`config.mk`:
```
export PLATFORM = sky130hd
export DESIGN_NAME = uart_rx
export DESIGN_NICKNAME = d
export VERILOG_FILES = /design/src/rtl/uart_rx.sv
export SDC_FILE = /design/constraint.sdc
export NUM_CORES = 1
export LEC_CHECK = 0
export CORE_AREA = 2 2 71 73
export CTS_CLUSTER_SIZE = 30
export DETAILED_ROUTE_END_ITERATION = 12
export DIE_AREA = 0 0 73 75
export PLACE_DENSITY = 0.7
export SKIP_LAST_GASP = 1
export SYNTH_ARGS = -nofsm -noshare
export SYNTH_HDL_FRONTEND = slang
export SYNTH_SLANG_ARGS = --single-unit
```
`constraint.sdc`:
```
create_clock -name clk -period 3 [get_ports clk]
set_input_delay 0.9 -clock clk [delete_from_list [all_inputs] [get_ports clk]]
set_output_delay 0.9 -clock clk [all_outputs]
set_load 0.005 [all_outputs]
```
`src/rtl/uart_rx.sv`:
```
// uart_rx: 8N1 UART receiver, LSB first, with 2-flop input synchroniser.
// Bit period is CLKS_PER_BIT+1 clk cycles. Each data bit is sampled in the middle of
// its bit period. The start bit is confirmed at its midpoint so that short glitches
// are rejected.
// Optional feature: define UART_RX_PARITY_EN for 8E1 framing, which adds an even
// parity bit and the rx_parity_err pulse. Without the macro, rx_parity_err is tied to 0.
module uart_rx #(
  parameter int unsigned CLKS_PER_BIT = 868
) (
  input  logic       clk,
  input  logic       rst_n,
  input  logic       rx,
  output logic [7:0] rx_data,
  output logic       rx_valid,
  output logic       rx_frame_err,
  output logic       rx_parity_err,
  output logic       rx_busy
);

  localparam int unsigned BitClks  = CLKS_PER_BIT + 1;
  localparam int unsigned Half     = BitClks / 2;
  localparam logic [15:0] BitLast  = 16'(CLKS_PER_BIT);
  localparam logic [15:0] HalfLast = 16'(Half - 1);

  typedef enum logic [2:0] {
    StIdle   = 3'd0,
    StStart  = 3'd1,
    StData   = 3'd2,
    StParity = 3'd3,
    StStop   = 3'd4
  } state_e;

  state_e      state_q, state_d;

  // Synchroniser and edge-detect history. These reset high so the idle line never
  // looks like a start edge.
  logic        sync1_q, sync2_q, rx_prev_q;
  logic        rx_s;
  logic        fall;

  logic [15:0] clk_count_q, clk_count_d;
  logic [2:0]  bit_count_q, bit_count_d;
  logic [7:0]  shift_q, shift_d;
  logic [7:0]  rx_data_q, rx_data_d;
  logic        rx_valid_q, rx_valid_d;
  logic        frame_err_q, frame_err_d;
  logic        busy_q, busy_d;

  logic        bit_tick;
  logic        half_tick;
  logic        par_bad;

`ifdef UART_RX_PARITY_EN
  logic        par_flag_q, par_flag_d;
  logic        parity_err_q, parity_err_d;
`endif

  assign rx_s      = sync2_q;
  assign fall      = rx_prev_q & ~rx_s;
  assign bit_tick  = (clk_count_q == BitLast);
  assign half_tick = (clk_count_q == HalfLast);

`ifdef UART_RX_PARITY_EN
  assign par_bad = par_flag_q;
`else
  assign par_bad = 1'b0;
`endif

  // Two-flop synchroniser plus one-cycle history of rx_s for falling-edge detection.
  always_ff @(posedge clk or negedge rst_n) begin
    if (!rst_n) begin
      sync1_q   <= 1'b1;
      sync2_q   <= 1'b1;
      rx_prev_q <= 1'b1;
    end else begin
      sync1_q   <= rx;
      sync2_q   <= sync1_q;
      rx_prev_q <= sync2_q;
    end
  end

  // FSM state register.
  always_ff @(posedge clk or negedge rst_n) begin
    if (!rst_n) begin
      state_q <= StIdle;
    end else begin
      state_q <= state_d;
    end
  end

  // FSM next-state logic. Any illegal encoding falls back to idle.
  always_comb begin
    state_d = state_q;
    unique case (state_q)
      StIdle: begin
        // Only a fresh 1->0 edge arms the receiver. A held-low line (break) does not.
        if (fall) begin
          state_d = StStart;
        end
      end
      StStart: begin
        if (half_tick) begin
          state_d = rx_s ? StIdle : StData;
        end
      end
      StData: begin
        if (bit_tick && (bit_count_q == 3'd7)) begin
`ifdef UART_RX_PARITY_EN
          state_d = StParity;
`else
          state_d = StStop;
`endif
        end
      end
`ifdef UART_RX_PARITY_EN
      StParity: begin
        if (bit_tick) begin
          state_d = StStop;
        end
      end
`endif
      StStop: begin
        // The FSM returns to idle at the stop bit's midpoint. This leaves half a bit
        // period to catch the start edge of a back-to-back frame.
        if (bit_tick) begin
          state_d = StIdle;
        end
      end
      default: begin
        state_d = StIdle;
      end
    endcase
  end

  // Datapath and output next-state logic. The pulse outputs default to 0 every cycle.
  always_comb begin
    clk_count_d = clk_count_q + 16'd1;
    bit_count_d = bit_count_q;
    shift_d     = shift_q;
    rx_data_d   = rx_data_q;
    rx_valid_d  = 1'b0;
    frame_err_d = 1'b0;
    busy_d      = busy_q;
`ifdef UART_RX_PARITY_EN
    par_flag_d   = par_flag_q;
    parity_err_d = 1'b0;
`endif
    unique case (state_q)
      StIdle: begin
        clk_count_d = '0;
        if (fall) begin
          bit_count_d = '0;
          busy_d      = 1'b1;
`ifdef UART_RX_PARITY_EN
          par_flag_d  = 1'b0;
`endif
        end
      end
      StStart: begin
        if (half_tick) begin
          clk_count_d = '0;
          // The line went high again before mid-start, so this was a glitch.
          if (rx_s) begin
            busy_d = 1'b0;
          end
        end
      end
      StData: begin
        if (bit_tick) begin
          clk_count_d          = '0;
          shift_d[bit_count_q] = rx_s;
          bit_count_d          = bit_count_q + 3'd1;
        end
      end
`ifdef UART_RX_PARITY_EN
      StParity: begin
        if (bit_tick) begin
          clk_count_d = '0;
          // Even parity: the received bit must equal the XOR of the data bits.
          par_flag_d  = par_flag_q | (rx_s != ^shift_q);
        end
      end
`endif
      StStop: begin
        if (bit_tick) begin
          clk_count_d = '0;
          busy_d      = 1'b0;
          if (rx_s && !par_bad) begin
            rx_data_d  = shift_q;
            rx_valid_d = 1'b1;
          end
          if (!rx_s) begin
            frame_err_d = 1'b1;
          end
`ifdef UART_RX_PARITY_EN
          if (par_flag_q) begin
            parity_err_d = 1'b1;
          end
`endif
        end
      end
      default: begin
        clk_count_d = '0;
        busy_d      = 1'b0;
      end
    endcase
  end

  // Datapath and registered-output flops.
  always_ff @(posedge clk or negedge rst_n) begin
    if (!rst_n) begin
      clk_count_q <= '0;
      bit_count_q <= '0;
      shift_q     <= '0;
      rx_data_q   <= '0;
      rx_valid_q  <= 1'b0;
      frame_err_q <= 1'b0;
      busy_q      <= 1'b0;
    end else begin
      clk_count_q <= clk_count_d;
      bit_count_q <= bit_count_d;
      shift_q     <= shift_d;
      rx_data_q   <= rx_data_d;
      rx_valid_q  <= rx_valid_d;
      frame_err_q <= frame_err_d;
      busy_q      <= busy_d;
    end
  end

`ifdef UART_RX_PARITY_EN
  // Parity flags: a per-frame sticky mismatch flag and the error pulse.
  always_ff @(posedge clk or negedge rst_n) begin
    if (!rst_n) begin
      par_flag_q   <= 1'b0;
      parity_err_q <= 1'b0;
    end else begin
      par_flag_q   <= par_flag_d;
      parity_err_q <= parity_err_d;
    end
  end

  assign rx_parity_err = parity_err_q;
`else
  assign rx_parity_err = 1'b0;
`endif

  assign rx_data      = rx_data_q;
  assign rx_valid     = rx_valid_q;
  assign rx_frame_err = frame_err_q;
  assign rx_busy      = busy_q;

endmodule

```
==> impl_metrics.py, run 1 <==
metrics = {
    "sta": {
        "max_slew_margin": 0.3792,
        "hold_viol_final": 0,
        "setup_violations": 0,
        "rsz0062_at_grt": "no",
        "period_minus_slack_ns": 2.512,
        "finalMaxSlewViolations": 0,
        "fin_setup_tns_ns": 0,
        "worst_slew_pin_slew_ns": 0.9312,
        "fmax_mhz": 398.1,
        "finClkSkew_ns": 0.01033,
        "whs_ns": 0.3606,
        "post-route-period-util": 0.8373,
    },
    "global_routing": {
        "grt_first_pass_wirelength_mm": 5.816,
        "grt_max_degree": 45,
        "grt_usage": 0.1395,
        "antenna_found_initial": 0,
        "grt_pass1_vias": 1303,
        "overflow": 0,
    },
    "synth": {
        "ys.warnings.count": 0,
        "synth_top_area_cell": "dfrtp_1",
        "synth_cell_types": 41,
        "synth_edf_count": 0,
        "synth_area_leaders": "dfrtp_1 51%, mux2_2 9.5%, nor2_1 4.6%",
        "syn_area_sq_mm": 0.002024,
        "syn_nets": 187,
        "synth.avg_cell_area_sq_um": 11.31,
        "async_flop_share": 1.000,
        "seq_area_frac_synth": 0.5457,
        "synth_flop_cell": "dfrtp_1",
        "yosys.area.top_type_share": 0.5068,
        "ys_ff_latch": 44,
        "synth_cells": 179,
    },
    "finish": {
        "fin_area_sq_mm": 0.002285,
        "final_cell_mix": "41 x dfrtp_1, 25 x nor2_1, 17 x mux2_2",
        "drive_above_1_share": 0.1804,
        "diodes": 0,
        "final_nets": 201,
        "syn_to_final_growth_pct": 12.86,
        "layout_commonest_cell": "dfrtp_1",
    },
    "clock_tree": {
        "cts-resized-gates": 0,
        "clk-insertion-delay-late_ns": 0.30,
        "htreeDepth": 2,
        "clkSinkCount": 44,
        "clk_pin_slew_ns": 0.09,
        "clockBufferDepth": 2,
        "cts_setup_buffers": 0,
        "cts_buffers": 5,
        "cts-root-buf": "clkbuf_8",
        "cts_tree": "built",
        "holdBufCountCts": 0,
    },
    "setup_path": {
        "worstPathArrival_ns": 2.71,
        "critPathLaunchType": "flip-flop",
        "path_class": "reg -> reg",
        "cp_num_buf_inv": 0,
        "slowest_delay_ns": 0.57,
        "cp_top_family": "simple AND/OR/NAND/NOR gates",
        "worstSetupEndpointType": "flip-flop",
        "crit_path_cell_trace": "or4_4 > nor4_4 > nand3_1 > nor4b_1 > mux2_2",
        "required_ns": 3.20,
        "cpMaxStageDelayCell": "or4_4",
        "worstPathMaxFanout": 9,
    },
    "floorplanning": {
        "die_h_microns": 75,
        "floorplan.rows": 25,
        "die_area_sq_mm": 0.005475,
        "die_x_microns": 73,
        "start_util": 0.4344,
        "ios": 15,
        "core_sq_mm": 0.004661,
    },
    "place": {
        "dpl-instance-area_sq_mm": 0.002192,
        "io_buffers": 13,
        "place_congestion": 0.7728,
        "hpwlAfterDp_mm": 2.224,
    },
    "pwr": {
        "p_per_area_mw_per_mm2": 548.4,
        "ir_drop_v": 0.0004128,
        "cellLeakagePower_nw": 1.004,
    },
    "detailed_routing": {
        "wire_per_inst_microns": 13.16,
        "vias": 1309,
        "drt_iter0_drc": 109,
        "ant_nets": 0,
        "routed_wl_mm": 3.263,
        "drtPass1Iterations": 4,
        "post-route-drc-count": 0,
        "via_per_inst": 5.278,
    },
    "run_status": {
        "status": "finished, final reports clean",
    },
    "flow_run": {
        "cap_violations": 0,
    },
    "hold_path": {
        "hold_class": "reg -> reg",
    },
}
==> cells in the mapped netlist (all sizes together) (2+ instances only) <==
cell / number
xnor2: 8
dfrtp: 41
ha: 5
mux2: 17
or4: 2
nor2: 26
nand3: 9
and4: 3
nand4: 5
o21ai: 3
a22o: 2
clkbuf: 3
nand2: 10
and3: 2
and2: 2
dfstp: 3
nor3: 5
inv: 4
buf: 4
o22ai: 2
nor4: 3
xor2: 6
==> worst register-to-register path: cells and delay by family (launching register included) <==
kind | cells | cell delay (ns)
simple gates | 4 | 1.62
mux | 1 | 0.37
flops | 1 | 0.42
==> final timing paths <==
kind,start,end,slack [ns],cells past startpoint
min in group asynchronous,rst_n,shift_q[7]$_DFFE_PN0P_,0.74,1
worst max register to register,clk_count_q[12]$_DFF_PN0_,shift_q[4]$_DFFE_PN0P_,0.49,5
worst min-delay path,sync1_q$_DFF_PN1_,rx_s$_DFF_PN1_,0.36,0
worst min register to register,sync1_q$_DFF_PN1_,rx_s$_DFF_PN1_,0.36,0
worst max-delay path,clk_count_q[12]$_DFF_PN0_,shift_q[4]$_DFFE_PN0P_,0.49,5
max in group asynchronous,rst_n,clk_count_q[3]$_DFF_PN0_,1.68,1
==> metrics by stage <==
step / setup WS (ns) / util / cells / power (W)
floorplan: 0.6716 / - / 179 / 0.0008189
global placement: 0.5648 / 0.4703 / 240 / 0.0008948
detailed placement: 0.4839 / 0.4703 / 240 / 0.0008952
CTS: 0.5019 / 0.4902 / 248 / 0.001275
global route: 0.4009 / 0.4902 / 248 / 0.001341
finish: 0.4882 / 0.4902 / 248 / 0.001253
==> metal layers <==
layer	part of all wire	up-vias	wire length (microns)	global-route usage
li1	-	653	-	-
met1	0.46	628	1514	0.1760
met2	0.48	21	1578	0.2252
met3	0.030	7	97	0.02811
met4	0.022	0	73	0.07819
met5	0	-	0	0
==> sequential cells by signal, summed over array words and instances, names as in the netlist <==
register and cells:
clk_count_q 16, rx_s 1, sync1_q 1, rx_busy 1, state_q 3, rx_frame_err 1, bit_count_q 3, rx_data 8
rx_prev_q 1, rx_valid 1, shift_q 8
==> power by group <==
| group | internal (W) | switching (W) |
|---|---|---|
| logic | 0.0000865 | 0.000133 |
| registers | 0.000627 | 0.0000353 |
| clock network | 0.000165 | 0.000206 |
==> final cells by class <==
cell class                      instances  area (sq um)
Inverter                                4         15.01
Tap cell                               54         67.56
Sequential cell                        44          1105
Timing Repair Buffer                   14         132.6
Clock inverter                          3         23.77
Multi-Input combinational cell        124         872.1
Fill cell                             419          2376
Clock buffer                            5         68.82
==> logic make-up (layout without fill, tap and decap cells) <==
kind of cell             count (synthesis)  in the layout  share of synthesized area
adder cells (fa/ha/maj)                  5              5                    0.03090
flip-flops                              44             44                     0.5457
AO/OA/AOI/OAI                           10             10                    0.03338
XOR/XNOR                                14             14                    0.06057
multiplexers                            17             17                    0.09456
AND/OR/NAND/NOR                         77             77                     0.2095
other                                    1              1                   0.001852
buffers and inverters                   11             26                    0.02348
(Power assumes the default switching activity.)
==> inputs of run 2 (changes only) <==
- clock period: 3 -> 2.5 ns (I/O delays scaled with it)
==> impl_metrics.py, run 2 (synthesis gave the netlist of run 1 again) <==
metrics = {
    "sta": {
        "finalWorstSetupSlack_ns": 0.1857,
        "rsz0062_at_grt": "no",
        "fin_setup_tns_ns": 0,
        "finalMaxSlewViolations": 0,
        "period_minus_slack_ns": 2.314,
        "post-route-period-util": 0.9257,
        "finClkSkew_ns": 0.009917,
        "fmax_mhz": 432.1,
        "hold_viol_final": 0,
        "setup_violations": 0,
    },
    "clock_tree": {
        "cts-root-buf": "clkbuf_8",
        "cts_buffers": 5,
        "cts_tree": "built",
        "clkSinkCount": 44,
        "clk-insertion-delay-late_ns": 0.30,
        "cts_setup_buffers": 0,
        "cts-resized-gates": 0,
        "htreeDepth": 2,
        "holdBufCountCts": 0,
        "clk_pin_slew_ns": 0.09,
        "clockBufferDepth": 2,
    },
    "pwr": {
        "cellLeakagePower_nw": 1.038,
        "ir_drop_v": 0.0004096,
        "p_per_area_mw_per_mm2": 704.0,
    },
    "place": {
        "placed_cells": 242,
        "place_congestion": 0.7804,
        "hpwlAfterDp_mm": 2.248,
        "io_buffers": 13,
        "dpl-instance-area_sq_mm": 0.002232,
        "dp_slack_ns": 0.1516,
    },
    "finish": {
        "layout_commonest_cell": "dfrtp_1",
        "final_nets": 203,
        "drive_above_1_share": 0.1888,
        "fin_cells": 250,
        "top_register": "clk_count_q",
        "diodes": 0,
        "fin_area_sq_mm": 0.002347,
        "largest_register_ffs": 16,
        "post-route-util": 0.5036,
        "syn_to_final_growth_pct": 15.95,
        "final_cell_mix": "41 x dfrtp_1, 25 x nor2_1, 17 x mux2_2",
    },
    "detailed_routing": {
        "vias": 1329,
        "routed_wl_mm": 3.267,
        "drt_iter0_drc": 134,
        "wire_per_inst_microns": 13.07,
        "ant_nets": 0,
        "post-route-drc-count": 0,
        "via_per_inst": 5.316,
        "drtPass1Iterations": 4,
    },
    "floorplanning": {
        "ios": 15,
        "die_x_microns": 73,
        "die_h_microns": 75,
        "core_sq_mm": 0.004661,
        "floorplan.rows": 25,
        "start_util": 0.4344,
        "die_area_sq_mm": 0.005475,
    },
    "setup_path": {
        "critPathLaunchType": "flip-flop",
        "worstSetupEndpointType": "flip-flop",
        "required_ns": 2.69,
        "path_class": "reg -> reg",
        "worstPathArrival_ns": 2.50,
        "worstPathMaxFanout": 8,
    },
    "global_routing": {
        "met1_usage": 0.1839,
        "overflow": 0,
        "grt_first_pass_wirelength_mm": 6.078,
        "use_met3": 0.03347,
        "grt_pass1_vias": 1331,
        "antenna_found_initial": 0,
        "busiest_layer": "met2",
        "use_met2": 0.2332,
        "grt_max_degree": 45,
        "grt_usage": 0.1418,
    },
    "run_status": {
        "status": "finished, final reports clean",
    },
    "flow_run": {
        "cap_violations": 0,
    },
    "hold_path": {
        "hold_class": "reg -> reg",
    },
}
[run 2: path summary, 6_finish.rpt]
path / startpoint / to / slack, ns / cells past startpoint
setup reg to reg: clk_count_q[12]$_DFF_PN0_ / shift_q[7]$_DFFE_PN0P_ / 0.19 / 6
max in group asynchronous: rst_n / sync1_q$_DFF_PN1_ / 1.82 / 2
hold reg to reg: sync1_q$_DFF_PN1_ / rx_s$_DFF_PN1_ / 0.36 / 0
min in group asynchronous: rst_n / rx_valid$_DFF_PN0_ / 0.41 / 2
hold / removal: sync1_q$_DFF_PN1_ / rx_s$_DFF_PN1_ / 0.36 / 0
setup / recovery: clk_count_q[12]$_DFF_PN0_ / shift_q[7]$_DFFE_PN0P_ / 0.19 / 6
[run 2: area by class of cell]
cell class                      count  area, sq um
Fill cell                         416         2313
Sequential cell                    44         1105
Multi-Input combinational cell    124        872.1
Inverter                            4        15.01
Clock buffer                        5        68.82
Clock inverter                      3        46.29
Timing Repair Buffer               16        172.7
Tap cell                           54        67.56
[run 2: through the flow]
step           total power (W)  hold WS [ns]
2_1_floorplan        0.0009826        0.3452
3_3_place_gp          0.001113        0.3459
3_5_place_dp          0.001115        0.3468
4_1_cts               0.001672        0.3591
5_1_grt               0.001748        0.3618
6_report              0.001653        0.3583
[run 2: routing by layer]
metal / part of all wire / wire, microns / vias up
li1: - / - / 659
met1: 0.49 / 1601 / 652
met2: 0.48 / 1555 / 14
met3: 0.023 / 76 / 4
met4: 0.010 / 34 / 0
met5: 0 / 0 / -
[run 2: power by group]
group | total (W) | switching [W] | internal [W]
registers | 0.000793 | 0.0000413 | 0.000752
logic | 0.000302 | 0.000168 | 0.000135
clock network | 0.000557 | 0.000256 | 0.000301
[run 2: worst max-delay path: stages (launching register included)]
cell,delay (ns)
dfrtp_1,0.42
or4_4,0.58
nor4_4,0.30
buf_4,0.19
and3_1,0.28
nand4_1,0.15
mux2_2,0.29
